--- config.mk ---
export PLATFORM = sky130hd
export DESIGN_NAME = count_min_sec
export DESIGN_NICKNAME = d
export VERILOG_FILES = /design/src/rtl/count_pkg.sv /design/src/rtl/bcd_mod60.sv /design/src/rtl/count_min_sec.sv
export SDC_FILE = /design/constraint.sdc
export NUM_CORES = 1
export LEC_CHECK = 0
export BUFFER_PORTS_ARGS = -buffer_cell sky130_fd_sc_hd__buf_2
export CORE_ASPECT_RATIO = 2
export CORE_MARGIN = 1
export CORE_UTILIZATION = 55
export DETAILED_ROUTE_END_ITERATION = 8
export PLACE_DENSITY = 0.77
export SLEW_MARGIN = 20
export SYNTH_ARGS = -nofsm -noshare
export SYNTH_HDL_FRONTEND = slang
export SYNTH_SLANG_ARGS = --single-unit
--- constraint.sdc ---
create_clock -name clk -period 3.65 [get_ports clk]
set_input_delay 0.73 -clock clk [delete_from_list [all_inputs] [get_ports clk]]
set_output_delay 0.73 -clock clk [all_outputs]
set_load 0.01 [all_outputs]
--- src/rtl/count_pkg.sv ---
// Shared definitions for the minutes/seconds timekeeping stage.
package count_pkg;

  typedef enum logic {
    S_COUNT = 1'b0,
    S_CHECK = 1'b1
  } state_t;

  localparam logic [7:0] BCD_ZERO  = 8'h00;
  localparam logic [7:0] BCD_MAX60 = 8'h59;

  // True when the byte is a legal 00-59 BCD value.
  function automatic logic bcd60_valid(input logic [7:0] v);
    return (v[3:0] <= 4'd9) && (v[7:4] <= 4'd5);
  endfunction

endpackage

--- src/rtl/bcd_mod60.sv ---
// Two-digit BCD counter running 00..59 with a synchronous load.
module bcd_mod60
  import count_pkg::*;
(
  input  logic       clk,
  input  logic       reset,
  input  logic       inc,
  input  logic       load,
  input  logic [7:0] load_val,
  output logic [7:0] value,
  output logic       wrap
);

  logic [7:0] next_val;

  // The wrap flag tells the next stage that this increment rolls 59 over to 00.
  assign wrap = inc && (value == BCD_MAX60);

  // Next BCD value: bump units, carry into tens, wrap at 59.
  always_comb begin
    next_val = value;
    if (value[3:0] == 4'd9) begin
      if (value[7:4] >= 4'd5) next_val = BCD_ZERO;
      else                    next_val = {value[7:4] + 4'd1, 4'd0};
    end else begin
      next_val = {value[7:4], value[3:0] + 4'd1};
    end
  end

  // A load takes priority; the top level never loads and increments together.
  always_ff @(posedge clk or negedge reset) begin
    if (!reset)    value <= BCD_ZERO;
    else if (load) value <= load_val;
    else if (inc)  value <= next_val;
  end

endmodule

--- src/rtl/count_min_sec.sv ---
// Minutes/seconds BCD timekeeper with prescaler, set handshake and hour carry.
module count_min_sec
  import count_pkg::*;
#(
  parameter int TICK_DIV = 50000000
) (
  input  logic       clk,
  input  logic       reset,
  input  logic       run,
  input  logic       set_valid,
  input  logic [7:0] set_min,
  input  logic [7:0] set_sec,
  output logic       set_ready,
  output logic       set_done,
  output logic       set_err,
  output logic [7:0] minute,
  output logic [7:0] second,
  output logic       sec_tick,
  output logic       count_carry
);

  localparam int PW = (TICK_DIV > 1) ? $clog2(TICK_DIV) : 1;
  localparam logic [PW-1:0] PRESC_LAST = PW'(TICK_DIV - 1);

  state_t        state;
  logic [PW-1:0] presc;
  logic [7:0]    shadow_min;
  logic [7:0]    shadow_sec;
  logic          counting;
  logic          tick;
  logic          accept;
  logic          shadow_ok;
  logic          load_now;
  logic          sec_wrap;
  logic          min_wrap;

  assign counting  = (state == S_COUNT) && run;
  assign tick      = counting && (presc == PRESC_LAST);
  assign accept    = set_valid && set_ready;
  assign shadow_ok = bcd60_valid(shadow_min) && bcd60_valid(shadow_sec);
  assign load_now  = (state == S_CHECK) && shadow_ok;

  // Prescaler: restarts on a valid load, otherwise free-runs while counting.
  always_ff @(posedge clk or negedge reset) begin
    if (!reset)        presc <= '0;
    else if (load_now) presc <= '0;
    else if (counting) presc <= tick ? '0 : presc + 1'b1;
  end

  // Set handshake FSM: capture on accept, validate for one cycle, report.
  always_ff @(posedge clk or negedge reset) begin
    if (!reset) begin
      state      <= S_COUNT;
      set_ready  <= 1'b1;
      set_done   <= 1'b0;
      set_err    <= 1'b0;
      shadow_min <= BCD_ZERO;
      shadow_sec <= BCD_ZERO;
    end else begin
      set_done <= 1'b0;
      set_err  <= 1'b0;
      case (state)
        S_COUNT: begin
          if (accept) begin
            shadow_min <= set_min;
            shadow_sec <= set_sec;
            state      <= S_CHECK;
            set_ready  <= 1'b0;
          end
        end
        S_CHECK: begin
          set_done  <= shadow_ok;
          set_err   <= ~shadow_ok;
          state     <= S_COUNT;
          set_ready <= 1'b1;
        end
        default: begin
          state     <= S_COUNT;
          set_ready <= 1'b1;
        end
      endcase
    end
  end

  // Advance pulses line up with the new time appearing on minute/second.
  always_ff @(posedge clk or negedge reset) begin
    if (!reset) begin
      sec_tick    <= 1'b0;
      count_carry <= 1'b0;
    end else begin
      sec_tick    <= tick;
      count_carry <= min_wrap;
    end
  end

  bcd_mod60 u_seconds (
    .clk      (clk),
    .reset    (reset),
    .inc      (tick),
    .load     (load_now),
    .load_val (shadow_sec),
    .value    (second),
    .wrap     (sec_wrap)
  );

  bcd_mod60 u_minutes (
    .clk      (clk),
    .reset    (reset),
    .inc      (sec_wrap),
    .load     (load_now),
    .load_val (shadow_min),
    .value    (minute),
    .wrap     (min_wrap)
  );

endmodule

* Word level (Yosys, flattened, before mapping)
Cells that the tools add are included.
** Cells by class
- Add/sub/neg operators :: 5
- $mul :: 0
- Div/mod/pow operators :: 0
- Order comparisons :: 6
- Eq/ne operators :: 6
- Shift operators :: 0
- Mux-type cells :: 17
- Bitwise gates (word level) :: 2
- Reduce and logical (&&, ||, !) cells :: 17
** Operators with widths (count)
- $mux W26 :: 3
- $mux W8 :: 8
- $add A26 B1 Y26 const B :: 1
- $eq A26 B26 Y1 const B :: 1
- $add A4 B1 Y4 const B :: 4
- $eq A8 B7 Y1 const B :: 2
- $reduce_bool A2 Y1 :: 5
- $logic_and A1 B1 Y1 :: 9
- $eq A4 B4 Y1 const B :: 2
- $ge A4 B3 Y1 const B :: 2
- $le A4 B3 Y1 const B :: 2
- $le A4 B4 Y1 const B :: 2
- $reduce_and A2 Y1 :: 3
- $mux W1 :: 4
- $pmux W1 S2 :: 2
- $ne A2 B2 Y1 const B :: 1
- $not A1 Y1 :: 2
** Storage, ports and cells
- Flip-flop bits (word level) :: 64
- Latch bits :: 0
- Bits in writable memories :: 0
- Memory bits (read-only) :: 0
- Output and inout port bits :: 21
- Logic and storage cells :: 66
- Memories kept :: 0

* Longest topological paths before layout
- Depth in word-level cells :: 6
- Gate-level depth with buffers :: 9

* Hierarchy
Synthesis repeated with hierarchy kept, for this count alone.
** Unflattened totals
- Cell total of the unflattened synthesis :: 359
- Area total of the unflattened synthesis :: 3390.8 sq um
** Modules (own cells, without submodules)
- count_min_sec :: instances 1, cells each 245, area each 2299.7 sq um, seq. area each 1202.4 sq um
- bcd_mod60 :: instances 2, cells each 57, area each 545.5 sq um, seq. area each 200.2 sq um

* Worst setup path after synthesis
OpenSTA, ideal clock, no wires.
- Kind :: in2reg
- Start point :: input port run
- End point :: register u_minutes.value[7]
- Library setup time :: 0.078 ns
- Arrival time :: 2.811 ns
- Data required time :: 3.572 ns
- Slack :: 0.761 ns
- Stages on the path :: 6
- Buffers on the path :: 1
- Cell sequence :: or4b_1 -> or4_1 -> buf_2 -> or3_4 -> or4_1 -> a21oi_1
** Between the ends
- Word-level cells in the longest chain between the ends :: 5
** RTL lines
- from (decl) :: RTL line count_min_sec.sv:9 : input logic run,
- $logic_and A1 B1 Y1 :: RTL line count_min_sec.sv:37 : assign counting = (state == S_COUNT) && run;
- $logic_and A1 B1 Y1 :: RTL line count_min_sec.sv:38 : assign tick = counting && (presc == PRESC_LAST);
- $logic_and A1 B1 Y1 :: RTL line bcd_mod60.sv:17 : assign wrap = inc && (value == BCD_MAX60);
- $reduce_bool A2 Y1 (no line)
- $reduce_and A2 Y1 (no line)
- to (signal assigned) :: RTL line bcd_mod60.sv:33 : else if (load) value <= load_val;
- to (signal assigned) :: RTL line bcd_mod60.sv:34 : else if (inc) value <= next_val;
- to (decl) :: RTL line bcd_mod60.sv:10 : output logic [7:0] value,
No other way between the ends.
A chain may end at the register's enable or synchronous reset.

* Worst setup path after layout
- Start point :: register state
- End point :: register u_minutes.value[7]
** Between the ends
- Word-level cells in the longest chain between the ends :: 6
- Elaborated cells between the ends (all ways) :: 9
** RTL lines
- from (decl) :: RTL line count_min_sec.sv:25 : state_t state;
- from (signal assigned) :: RTL line count_min_sec.sv:53 : state <= S_COUNT;
- from (signal assigned) :: RTL line count_min_sec.sv:67 : state <= S_CHECK;
- from (signal assigned) :: RTL line count_min_sec.sv:74 : state <= S_COUNT;
- $not A1 Y1 (no line)
- $logic_and A1 B1 Y1 :: RTL line count_min_sec.sv:37
- $logic_and A1 B1 Y1 :: RTL line count_min_sec.sv:38
- $logic_and A1 B1 Y1 :: RTL line bcd_mod60.sv:17
- $reduce_bool A2 Y1 (no line)
- $reduce_and A2 Y1 (no line)
Several ways; a longest one is shown, not always the timed one.

==> results.ini <==
[run_status]
status = complete, but fails checks
violations = DRC

[power]
switchingPower_uw = 393
seqPwrFrac_pct = 44.4
power.share.clock_pct = 49.7
leakagePower_uw = 0.00176
p_per_area_mw_per_mm2 = 442
irDropWorstVdd_mv = 0.327
pwr-share-comb_pct = 6.0
p_sw_share_pct = 22.7
p_int_uw = 1340
fin_total_pwr_uw = 1730

[finish]
antenna_cells = 0
layout-drive-gt1-share_pct = 16.3
area.growth.synth_to_final_pct = 17.1
layout.nets = 439

[synth]
syn_inst = 371
synth-main-ff-cell = dfrtp_1
ys_seq_elements = 64
synth_warnings = 0
synthDistinctLibCells = 50
ys_seq_area_share_pct = 47.8
synth_edf_count = 0
async_reset_ff_share_pct = 100
synth_nets = 398
syn-mean-instance-area_um2 = 9.03
netlist_area_mm2 = 0.00335

[detailed_routing]
drc = 2
ant_nets = 0
drt_iter0_drc = 119
wl_met3_um = 231
wl_met1_um = 3050
vias_per_cell = 6.26
wl_per_cell_um = 16.4
dr_total_vias = 2990
wl_met2_um = 4420
top_layer = met4
wl_um = 7850
drtPass1Iterations = 6

[worst_setup_path]
path_class = reg2reg
start_kind = flop
cp-endpoint = u_minutes.value[7]
r2r_slack_ps = 730
endpoint_kind = flop
cp.arrival_ps = 3170
crit_path_start = state
r2r_end = u_minutes.value[7]
crit_path_max_fanout = 9
crit_required_ps = 3900
rr_startpoint = state
worstRegToRegCells = 5

[timing]
skew_ps = 8.16
worstMarginPinSlew_ps = 841
hold_violations = 0
fin_tns_setup_ps = 0
setup_viol = 0
fin_crit_ps = 2920
slew_violations = 0
fmax_mhz = 342
timing.hold.ws_ps = 343
rsz0062_at_grt = no
timing.final.crit_share_pct = 80.0
maxSlewHeadroom_pct = 43.8

[grt]
first_global_vias = 3096
antenna_found_initial = 0
grt.total_usage_pct = 27.9
grt_max_degree = 30
grt-ovfl-total = 0
grt_pass1_wl_um = 13700

[clock_network]
ctsResizeCount = 0
cts_setup_buffers = 0
cts_buffers = 9
clk_path_buf_depth = 2
root_buffer = clkbuf_16
cts_max_level = 3
clock_sinks = 64
cts_tree = done
clkLatencyLatePin_ps = 330
ctsHoldBuffers = 0
clkSlewWorstSetupHoldPaths_ps = 50

[placed_design]
port_buffers = 40
place_congestion = 0.860
hpwl_um = 5570

[floorplan]
rows = 39
die-area_mm2 = 0.00643
pin_count = 41
die_h_um = 112
start_util_pct = 57.7
die_x_um = 57.2
core_mm2 = 0.00581

[worst_hold_path]
holdCritPathClass = in2async

[run]
cap_violations = 0

-- final cells by class --
type                    instances  area [um2]
repair buffers                 50         275
clock buffers                  14         264
well taps                      61        76.3
inverters                      14        52.6
clock inverters                 2        37.5
flip-flops and latches         64        1600
fillers                       468        1880
multi-input cells             273        1610
-- worst min path at each step --
stage / startpoint / endpoint / slack [ps] / cells after the start
after global routing: reset / presc[19] / 370 / 1
after CTS: reset / presc[25] / 350 / 1
after global placement: shadow_min[0] / shadow_min[0] / 460 / 2
after detailed placement: shadow_sec[7] / shadow_sec[7] / 470 / 2
after floorplan: reset / count_carry / 430 / 0
final: reset / presc[25] / 340 / 1
-- power by group through the flow --
stage	combinational (uW)	sequential [uW]	clock (uW)
global placement	97.7	778	0
detailed placement	105	781	0
global route	120	774	901
CTS	106	769	877
finish	104	770	861
floorplan	58.9	773	0
-- registers in the layout, indices dropped and copies added, names as in the netlist, 8 cells and up --
register and count:
u_seconds.value 8, shadow_min 8, u_minutes.value 8, presc 26, shadow_sec 8
-- stage by stage --
step	utilization [%]	setup WS, ps	instances	area (um2)
2_1_floorplan	-	761	371	3350
3_3_place_gp	62.4	535	462	3620
3_5_place_dp	62.4	506	462	3620
4_1_cts	67.6	747	478	3920
5_1_grt	67.6	663	478	3920
6_report	67.6	729	478	3920
-- cells in the final DEF, fill, tap and decap left out, types with 2 or more instances in the layout --
master / instances
ha_1: 7
nor4_1: 5
nand2b_1: 4
or4b_1: 3
clkinv_1: 2
nand3b_1: 3
o41ai_1: 2
nor2_1: 8
clkbuf_16: 9
nand3_1: 14
dfrtp_1: 63
and2_1: 2
buf_4: 10
xnor2_1: 4
o21ai_0: 18
nand4_1: 10
or3_1: 3
buf_2: 40
inv_1: 12
a31oi_1: 3
and3_1: 4
a21oi_1: 27
clkbuf_8: 2
mux2i_1: 2
clkbuf_1: 3
and4_1: 3
nand2_1: 74
nor3_1: 6
or4_1: 22
a211oi_1: 3
o31ai_1: 22
nor2b_1: 5
-- cells in the mapped netlist, types with 2 or more instances --
| cell type | number | area share [%] |
|---|---|---|
| mux2i_1 | 2 | 0.60 |
| a211oi_1 | 3 | 0.67 |
| nor2_1 | 8 | 0.90 |
| buf_2 | 2 | 0.30 |
| xnor2_1 | 4 | 1.0 |
| or4b_1 | 3 | 0.90 |
| nand3_1 | 14 | 2.1 |
| buf_1 | 2 | 0.22 |
| nand2_1 | 74 | 8.3 |
| ha_1 | 7 | 2.6 |
| and4_1 | 3 | 0.78 |
| dfrtp_1 | 63 | 47 |
| nand3b_1 | 3 | 0.67 |
| nor3_1 | 6 | 0.90 |
| and3_1 | 4 | 0.75 |
| nand2b_1 | 4 | 0.75 |
| o21ai_0 | 18 | 2.7 |
| nand4_1 | 10 | 1.9 |
| a21boi_0 | 2 | 0.45 |
| o41ai_1 | 2 | 0.52 |
| clkinv_1 | 2 | 0.22 |
| clkbuf_1 | 15 | 1.7 |
| nor2b_1 | 5 | 0.93 |
| a21oi_1 | 27 | 4.0 |
| inv_1 | 12 | 1.3 |
| nor4_1 | 5 | 0.93 |
| and2_1 | 2 | 0.37 |
| o31ai_1 | 22 | 4.9 |
| a31oi_1 | 3 | 0.56 |
| or4_1 | 22 | 4.9 |
| or3_1 | 3 | 0.56 |
-- cell families after synthesis --
| family | share of synthesized area (%) |
|---|---|
| simple gates | 28.0 |
| compound gates | 15.8 |
| flops | 47.8 |
| buf+inv | 4.11 |
| fa+ha+maj | 2.61 |
| xor+xnor | 1.05 |
| mux | 0.597 |
-- critical path: stages (launching register included) --
cell	delay (ps)
dfrtp_1	480
or4b_1	540
or4_1	690
or3_4	470
or4_1	510
a21oi_1	150
-- per-layer routing --
metal	vias up	global-route usage (%)
met5	-	0
met4	0	14.8
met3	11	5.41
met2	69	51.1
met1	1462	29.0
li1	1448	-
(Power assumes the default switching activity.)
